$ cat src/rtl/exu_branch_pkg.sv
// Shared encodings for the execute-stage branch unit: condition opcodes,
// FSM states and the flush-count width.
package exu_branch_pkg;

   typedef enum logic [2:0] {
      OP_BEQ  = 3'b000,
      OP_BNE  = 3'b001,
      OP_BLT  = 3'b100,
      OP_BGE  = 3'b101,
      OP_BLTU = 3'b110,
      OP_BGEU = 3'b111
   } br_op_e;

   typedef enum logic [1:0] {
      S_IDLE,
      S_READ,
      S_CMP,
      S_RESOLVE
   } br_state_e;

   localparam int FLUSH_W = 3;

endpackage

$ cat src/rtl/branch_cmp.sv
// Combinational branch-condition evaluator; opcodes 010/011 flag illegal
// and never report taken.
module branch_cmp
   import exu_branch_pkg::*;
#(
   parameter int XLEN = 32
) (
   input  logic [2:0]      i_op,
   input  logic [XLEN-1:0] i_a,
   input  logic [XLEN-1:0] i_b,
   output logic            o_taken,
   output logic            o_illegal
);

   always_comb begin
      // NOTE: every output gets a default before the case so no latch is inferred.
      o_taken   = 1'b0;
      o_illegal = 1'b0;
      case (i_op)
         OP_BEQ:  o_taken = (i_a == i_b);
         OP_BNE:  o_taken = (i_a != i_b);
         OP_BLT:  o_taken = ($signed(i_a) <  $signed(i_b));
         OP_BGE:  o_taken = ($signed(i_a) >= $signed(i_b));
         OP_BLTU: o_taken = (i_a <  i_b);
         OP_BGEU: o_taken = (i_a >= i_b);
         default: o_illegal = 1'b1;
      endcase
   end

endmodule

$ cat src/rtl/exu_branch_unit.sv
// Multi-cycle conditional branch unit: read operands, compare, resolve redirect/flush.
// Optional statistics counters are built only when BRANCH_STATS_EN is defined.
module exu_branch_unit
   import exu_branch_pkg::*;
#(
   parameter int XLEN      = 32,
   parameter int PC_OFFSET = 8,
   parameter int FLUSH_MAX = 2
) (
   input  logic               hclk,
   input  logic               hrstn,
   input  logic               i_start,
   input  logic [2:0]         i_op,
   input  logic [12:0]        i_imm,
   input  logic [4:0]         i_rs1,
   input  logic [4:0]         i_rs2,
   input  logic [XLEN-1:0]    i_pc,
   output logic               o_reg_ren_1,
   output logic               o_reg_ren_2,
   output logic [4:0]         o_reg_raddr_1,
   output logic [4:0]         o_reg_raddr_2,
   input  logic [XLEN-1:0]    i_reg_rdata_1,
   input  logic [XLEN-1:0]    i_reg_rdata_2,
   output logic               o_busy,
   output logic               o_done,
   output logic               o_pc_write,
   output logic [XLEN-1:0]    o_pc_wdata,
   output logic [FLUSH_W-1:0] o_flush_cnt,
   output logic               o_illegal_op,
   output logic               o_misalign,
   output logic [31:0]        o_taken_cnt,
   output logic [31:0]        o_not_taken_cnt
);

   br_state_e       r_state, w_next_state;
   logic [2:0]      r_op;
   logic [12:0]     r_imm;
   logic [4:0]      r_rs1, r_rs2;
   logic [XLEN-1:0] r_pc_real, r_target;
   logic            r_taken, r_illegal;

   logic            w_cmp_taken, w_cmp_illegal;
   logic [XLEN-1:0] w_imm_sext, w_dist;
   logic            w_near, w_misalign;

   branch_cmp #(.XLEN(XLEN)) u_cmp (
      .i_op      (r_op),
      .i_a       (i_reg_rdata_1),
      .i_b       (i_reg_rdata_2),
      .o_taken   (w_cmp_taken),
      .o_illegal (w_cmp_illegal)
   );

   assign w_imm_sext = {{(XLEN-13){r_imm[12]}}, r_imm};
   assign w_dist     = r_target - r_pc_real;
   assign w_misalign = r_taken & r_target[1];
   // Short forward hops land inside the already-fetched window: flush only, no redirect.
   assign w_near     = (w_dist[1:0] == 2'b00) && (w_dist != '0) &&
                       (w_dist <= XLEN'(4 * FLUSH_MAX));

   always_ff @(posedge hclk or negedge hrstn) begin
      // NOTE: non-blocking assignments so every register samples pre-edge values.
      if (!hrstn) r_state <= S_IDLE;
      else        r_state <= w_next_state;
   end

   always_ff @(posedge hclk or negedge hrstn) begin
      if (!hrstn) begin
         r_op      <= '0;
         r_imm     <= '0;
         r_rs1     <= '0;
         r_rs2     <= '0;
         r_pc_real <= '0;
         r_target  <= '0;
         r_taken   <= 1'b0;
         r_illegal <= 1'b0;
      end else begin
         if (r_state == S_IDLE && i_start) begin
            r_op      <= i_op;
            r_imm     <= i_imm;
            r_rs1     <= i_rs1;
            r_rs2     <= i_rs2;
            r_pc_real <= i_pc - XLEN'(PC_OFFSET);
         end
         if (r_state == S_CMP) begin
            r_taken   <= w_cmp_taken;
            r_illegal <= w_cmp_illegal;
            r_target  <= r_pc_real + w_imm_sext;
         end
      end
   end

   always_comb begin
      w_next_state  = r_state;
      o_reg_ren_1   = 1'b0;
      o_reg_ren_2   = 1'b0;
      o_reg_raddr_1 = '0;
      o_reg_raddr_2 = '0;
      o_busy        = 1'b0;
      o_done        = 1'b0;
      o_pc_write    = 1'b0;
      o_pc_wdata    = '0;
      o_flush_cnt   = '0;
      o_illegal_op  = 1'b0;
      o_misalign    = 1'b0;
      case (r_state)
         S_IDLE: begin
            if (i_start) w_next_state = S_READ;
         end
         S_READ: begin
            o_busy        = 1'b1;
            o_reg_ren_1   = 1'b1;
            o_reg_ren_2   = 1'b1;
            o_reg_raddr_1 = r_rs1;
            o_reg_raddr_2 = r_rs2;
            w_next_state  = S_CMP;
         end
         S_CMP: begin
            o_busy       = 1'b1;
            w_next_state = S_RESOLVE;
         end
         S_RESOLVE: begin
            o_busy       = 1'b1;
            o_done       = 1'b1;
            o_illegal_op = r_illegal;
            w_next_state = S_IDLE;
            if (w_misalign) begin
               o_misalign = 1'b1;
            end else if (r_taken) begin
               if (w_near) begin
                  o_flush_cnt = FLUSH_W'((w_dist >> 2) - XLEN'(1));
               end else begin
                  o_pc_write  = 1'b1;
                  o_pc_wdata  = r_target;
                  o_flush_cnt = FLUSH_W'(FLUSH_MAX);
               end
            end
         end
         default: w_next_state = S_IDLE;
      endcase
   end

`ifdef BRANCH_STATS_EN
   logic [31:0] r_taken_cnt, r_not_taken_cnt;

   // Illegal ops are never counted; misaligned taken branches are.
   always_ff @(posedge hclk or negedge hrstn) begin
      if (!hrstn) begin
         r_taken_cnt     <= '0;
         r_not_taken_cnt <= '0;
      end else if (r_state == S_RESOLVE && !r_illegal) begin
         if (r_taken) begin
            if (r_taken_cnt != '1) r_taken_cnt <= r_taken_cnt + 32'd1;
         end else begin
            if (r_not_taken_cnt != '1) r_not_taken_cnt <= r_not_taken_cnt + 32'd1;
         end
      end
   end

   assign o_taken_cnt     = r_taken_cnt;
   assign o_not_taken_cnt = r_not_taken_cnt;
`else
   assign o_taken_cnt     = '0;
   assign o_not_taken_cnt = '0;
`endif

endmodule

$ cat config.mk
export PLATFORM = sky130hd
export DESIGN_NAME = exu_branch_unit
export DESIGN_NICKNAME = d
export VERILOG_FILES = /design/src/rtl/exu_branch_pkg.sv /design/src/rtl/branch_cmp.sv /design/src/rtl/exu_branch_unit.sv
export SDC_FILE = /design/constraint.sdc
export NUM_CORES = 1
export LEC_CHECK = 0
export CAP_MARGIN = 10
export CELL_PAD_IN_SITES_DETAIL_PLACEMENT = 2
export CELL_PAD_IN_SITES_GLOBAL_PLACEMENT = 2
export CORE_ASPECT_RATIO = 0.9
export CORE_UTILIZATION = 29
export DETAILED_ROUTE_END_ITERATION = 6
export PLACE_DENSITY = 0.89
export SYNTH_ARGS = -nofsm -noshare
export SYNTH_HDL_FRONTEND = slang
export SYNTH_SLANG_ARGS = --single-unit
$ cat constraint.sdc
create_clock -name hclk -period 5.3 [get_ports hclk]
set_input_delay 1.06 -clock hclk [delete_from_list [all_inputs] [get_ports hclk]]
set_output_delay 1.06 -clock hclk [all_outputs]
set_load 0.05 [all_outputs]
==> impl_metrics.toml <==
[outcome]
status = "complete, but fails checks"
violations = "design-rule violations"

[sta]
worst_pin_slew_ns = 0.8970
min_period_ns = 5.198
max-slew-margin-rel = 0.4020
fin_tns_setup_ns = 0
clock-skew-final_ns = 0.01531
max_freq_ghz = 0.1924
finalSetupViolCount = 0
hold_viol_final = 0
drv_slew = 0
post-route-period-util = 0.9808
rsz0062_at_grt = "no"
finalWorstSetupSlack_ns = 0.1018

[logic_synthesis]
synthTopCellsByArea = "dfrtp_1, ha_1, mux2_2"
synth_area_per_cell_um2 = 8.410
ys_seq_elements = 94
yosysWarnings = 0
yosys.area_share.simple = 0.1839
synth.top_cell.area_share = 0.2471
syn_inst = 1132
synth_most_common_cell = "ha_1"
synth_mux_area_frac = 0.07833
yosys.cell_types.count = 77
synth_top_family_by_area = "compound AO/OA/AOI/OAI gates"
yosys.area.top_type = "dfrtp_1"
synth_common_cells = "ha_1, dfrtp_1, nand2_1"
synth_xor_area_frac = 0.05796
yosysSeqAreaShare = 0.2471
synth_compound_area_frac = 0.1921
synth-edff-count = 0
ys_async_sr_fraction = 1.000
synthAdderAreaFrac = 0.1375
syn-cell-area_um2 = 9520
synth_flop_cell = "dfrtp_1"

[worst_setup_path]
cp_num_cells = 16
r2r_cells = 8
path_delay_family = "simple AND/OR/NAND/NOR gates"
worst_ep_required_time_ns = 4.24
critPathLaunch = "r_target[2]"
max_stage_delay_ns = 0.42
crit_top_cell = "ha_1"
cp_slowest_cell = "dfrtp_1"
endpoint_kind = "output pin"
crit_path_start_kind = "register"
crit_type = "register to output pin"
r2r_slack_ns = 1.25
critPathCapture = "o_pc_wdata[11]"
worstPathCellList = "ha_1, or2_2, o31ai_4, xor2_2, ha_1, nand3b_1, nor2_1, o21ai_1, nor3_2, nand4_1, nor4b_2, and4_1, nand4_4, buf_12, and3_1, buf_6"
critPathBufInv = 2
path_max_fanout = 5
r2r-end = "r_target[25]"
worstReg2RegStart = "r_imm[12]"
worst_ep_arrival_time_ns = 4.14

[min_path]
hold_path.class = "register to register"

[pwr]
power_frac_comb = 0.753
p_switching_uw = 4995
power.total_uw = 9292
peakVddDrop_uv = 248.0
power.share.clock = 0.085
pwr_density_cell_nw_per_um2 = 776.3
sequentialPowerShare = 0.162
p_leak_uw = 0.005485
p_sw_frac = 0.5376
p_int_uw = 4297

[place]
port_buffers = 175
hpwlAfterDp_um = 29610
place.gp.congestion = 0.8916
pre_cts_slack_ns = 0.3348

[global_routing]
grt_use_total = 0.2165
grt-ovfl-total = 0
grt_pass1_vias = 10260
grt_max_degree = 50
antenna_found_initial = 1
grt_pass1_wl_um = 56840

[run]
maxCapViolCount = 0

[floorplan]
dieArea_um2 = 33560
fp.dieW_um = 193.0
die-height_um = 173.9
start_util = 0.2964
placeableCoreArea_um2 = 32120
rows = 62
pin_count = 241

[detailed_routing]
vias = 9038
viasPerCell = 5.261
dr.pass1.iters = 6
postRouteAntennaNets = 0
route.detailed.drc = 24
avgRoutedWirePerCell_um = 21.18
drt-initial-drc-count = 339
wl_um = 36390

[clock_tree]
clk-insertion-delay-late_ns = 0.36
root_buffer = "clkbuf_16"
clkTransAtPathRegs_ns = 0.08
tritoncts = "yes"
hold_buffers = 0
cts_sinks = 94
htreeDepth = 3
cts_buffers = 9
clock_path_buffers = 2

[final_layout]
drive_gt1_frac = 0.1314
multi_input_area_um2 = 6556
regArea_um2 = 2352
fillers = 3635
fin_nets = 1525
areaGrowthSynthToFinish_pct = 25.73
## through the flow
| stage | hold slack, ns | std cells | area, um^2 | util |
|---|---|---|---|---|
| floorplan | 0.4692 | 1196 | 9761 | - |
| global placement | 0.4798 | 1693 | 11370 | 0.3539 |
| detailed placement | 0.4893 | 1693 | 11370 | 0.3539 |
| CTS | 0.5153 | 1709 | 11730 | 0.3653 |
| global route | 0.5298 | 1717 | 11970 | 0.3726 |
| finish | 0.5109 | 1718 | 11970 | 0.3727 |
## cell families (layout without fill, tap and decap cells)
logic type / after synthesis / count (layout)
adder cells (fa/ha/maj): 104 / 104
buffers and inverters: 186 / 291
AO/OA/AOI/OAI: 282 / 282
XOR/XNOR: 63 / 63
flip-flops: 94 / 94
other: 1 / 66
AND/OR/NAND/NOR: 335 / 335
multiplexers: 67 / 67
## power by group through the flow
stage	clock, uW	sequential, uW	combinational (uW)
floorplan	0	1300	4780
global placement	0	1470	6240
detailed placement	0	1510	6550
CTS	806	1500	6660
global route	822	1540	7570
finish	791	1510	7000
## sequential cells by signal (all words and copies together), names as in the netlist
name,cells
r_pc_real,32
r_taken,1
r_rs2,5
r_target,32
r_state,2
r_op,3
r_rs1,5
r_imm,13
r_illegal,1
## cell type report
| class | instances | area share |
|---|---|---|
| multi-input cells | 916 | 0.5477 |
| flip-flops and latches | 94 | 0.1965 |
| repair buffers | 191 | 0.1562 |
| well taps | 416 | 0.04348 |
| inverters | 84 | 0.02634 |
| clock buffers | 10 | 0.01996 |
| clock inverters | 6 | 0.009616 |
| diodes | 1 | 0.0002091 |
## placed cells by master (no fill, tap or decap), types with 19 or more instances in the layout
| cell | synthesis | routed |
|---|---|---|
| inv_1 | 84 | 83 |
| clkdlybuf4s50_1 | 0 | 139 |
| ha_1 | 103 | 100 |
| conb_1 | 1 | 65 |
| buf_4 | 66 | 43 |
| mux2_2 | 60 | 60 |
| o21ai_0 | 68 | 64 |
| dfrtp_1 | 94 | 94 |
| nor3_1 | 27 | 26 |
| xor2_1 | 23 | 22 |
| a21oi_1 | 74 | 69 |
| nand4_1 | 19 | 19 |
| nand2_1 | 86 | 85 |
| a21o_1 | 39 | 39 |
| and3_1 | 32 | 30 |
| nor2_1 | 62 | 62 |
| nand3_1 | 19 | 19 |
| xnor2_1 | 40 | 40 |
## worst min-delay path by stage
stage                      startpoint           to  slack (ns)  cells after the start
after floorplan           r_target[4]  r_target[4]        0.47                      2
after global placement       r_rs1[3]     r_rs1[3]        0.48                      1
after detailed placement     r_rs2[3]     r_rs2[3]        0.49                      1
after CTS                    r_rs2[3]     r_rs2[3]        0.52                      1
after global routing         r_rs2[0]     r_rs2[0]        0.53                      1
final                        r_rs1[0]     r_rs1[0]        0.51                      1
## timing repair
action / 4_1_cts / 5_1_grt
cloned: 0 / 2
endpoints found under the setup margin: 22 / 35
setup buffers: 0 / 6
pin swaps: 0 / 8
gates resized for setup: 2 / 35
## layer usage
| layer | GRT usage | vias to the layer above | share of wire |
|---|---|---|---|
| met5 | 0 | - | 0 |
| met4 | 0.06478 | 0 | 0.023 |
| met3 | 0.04482 | 51 | 0.043 |
| met2 | 0.3823 | 205 | 0.51 |
| met1 | 0.2605 | 4536 | 0.43 |
| li1 | - | 4246 | - |
Note: power is estimated with default switching activity, not from simulation.
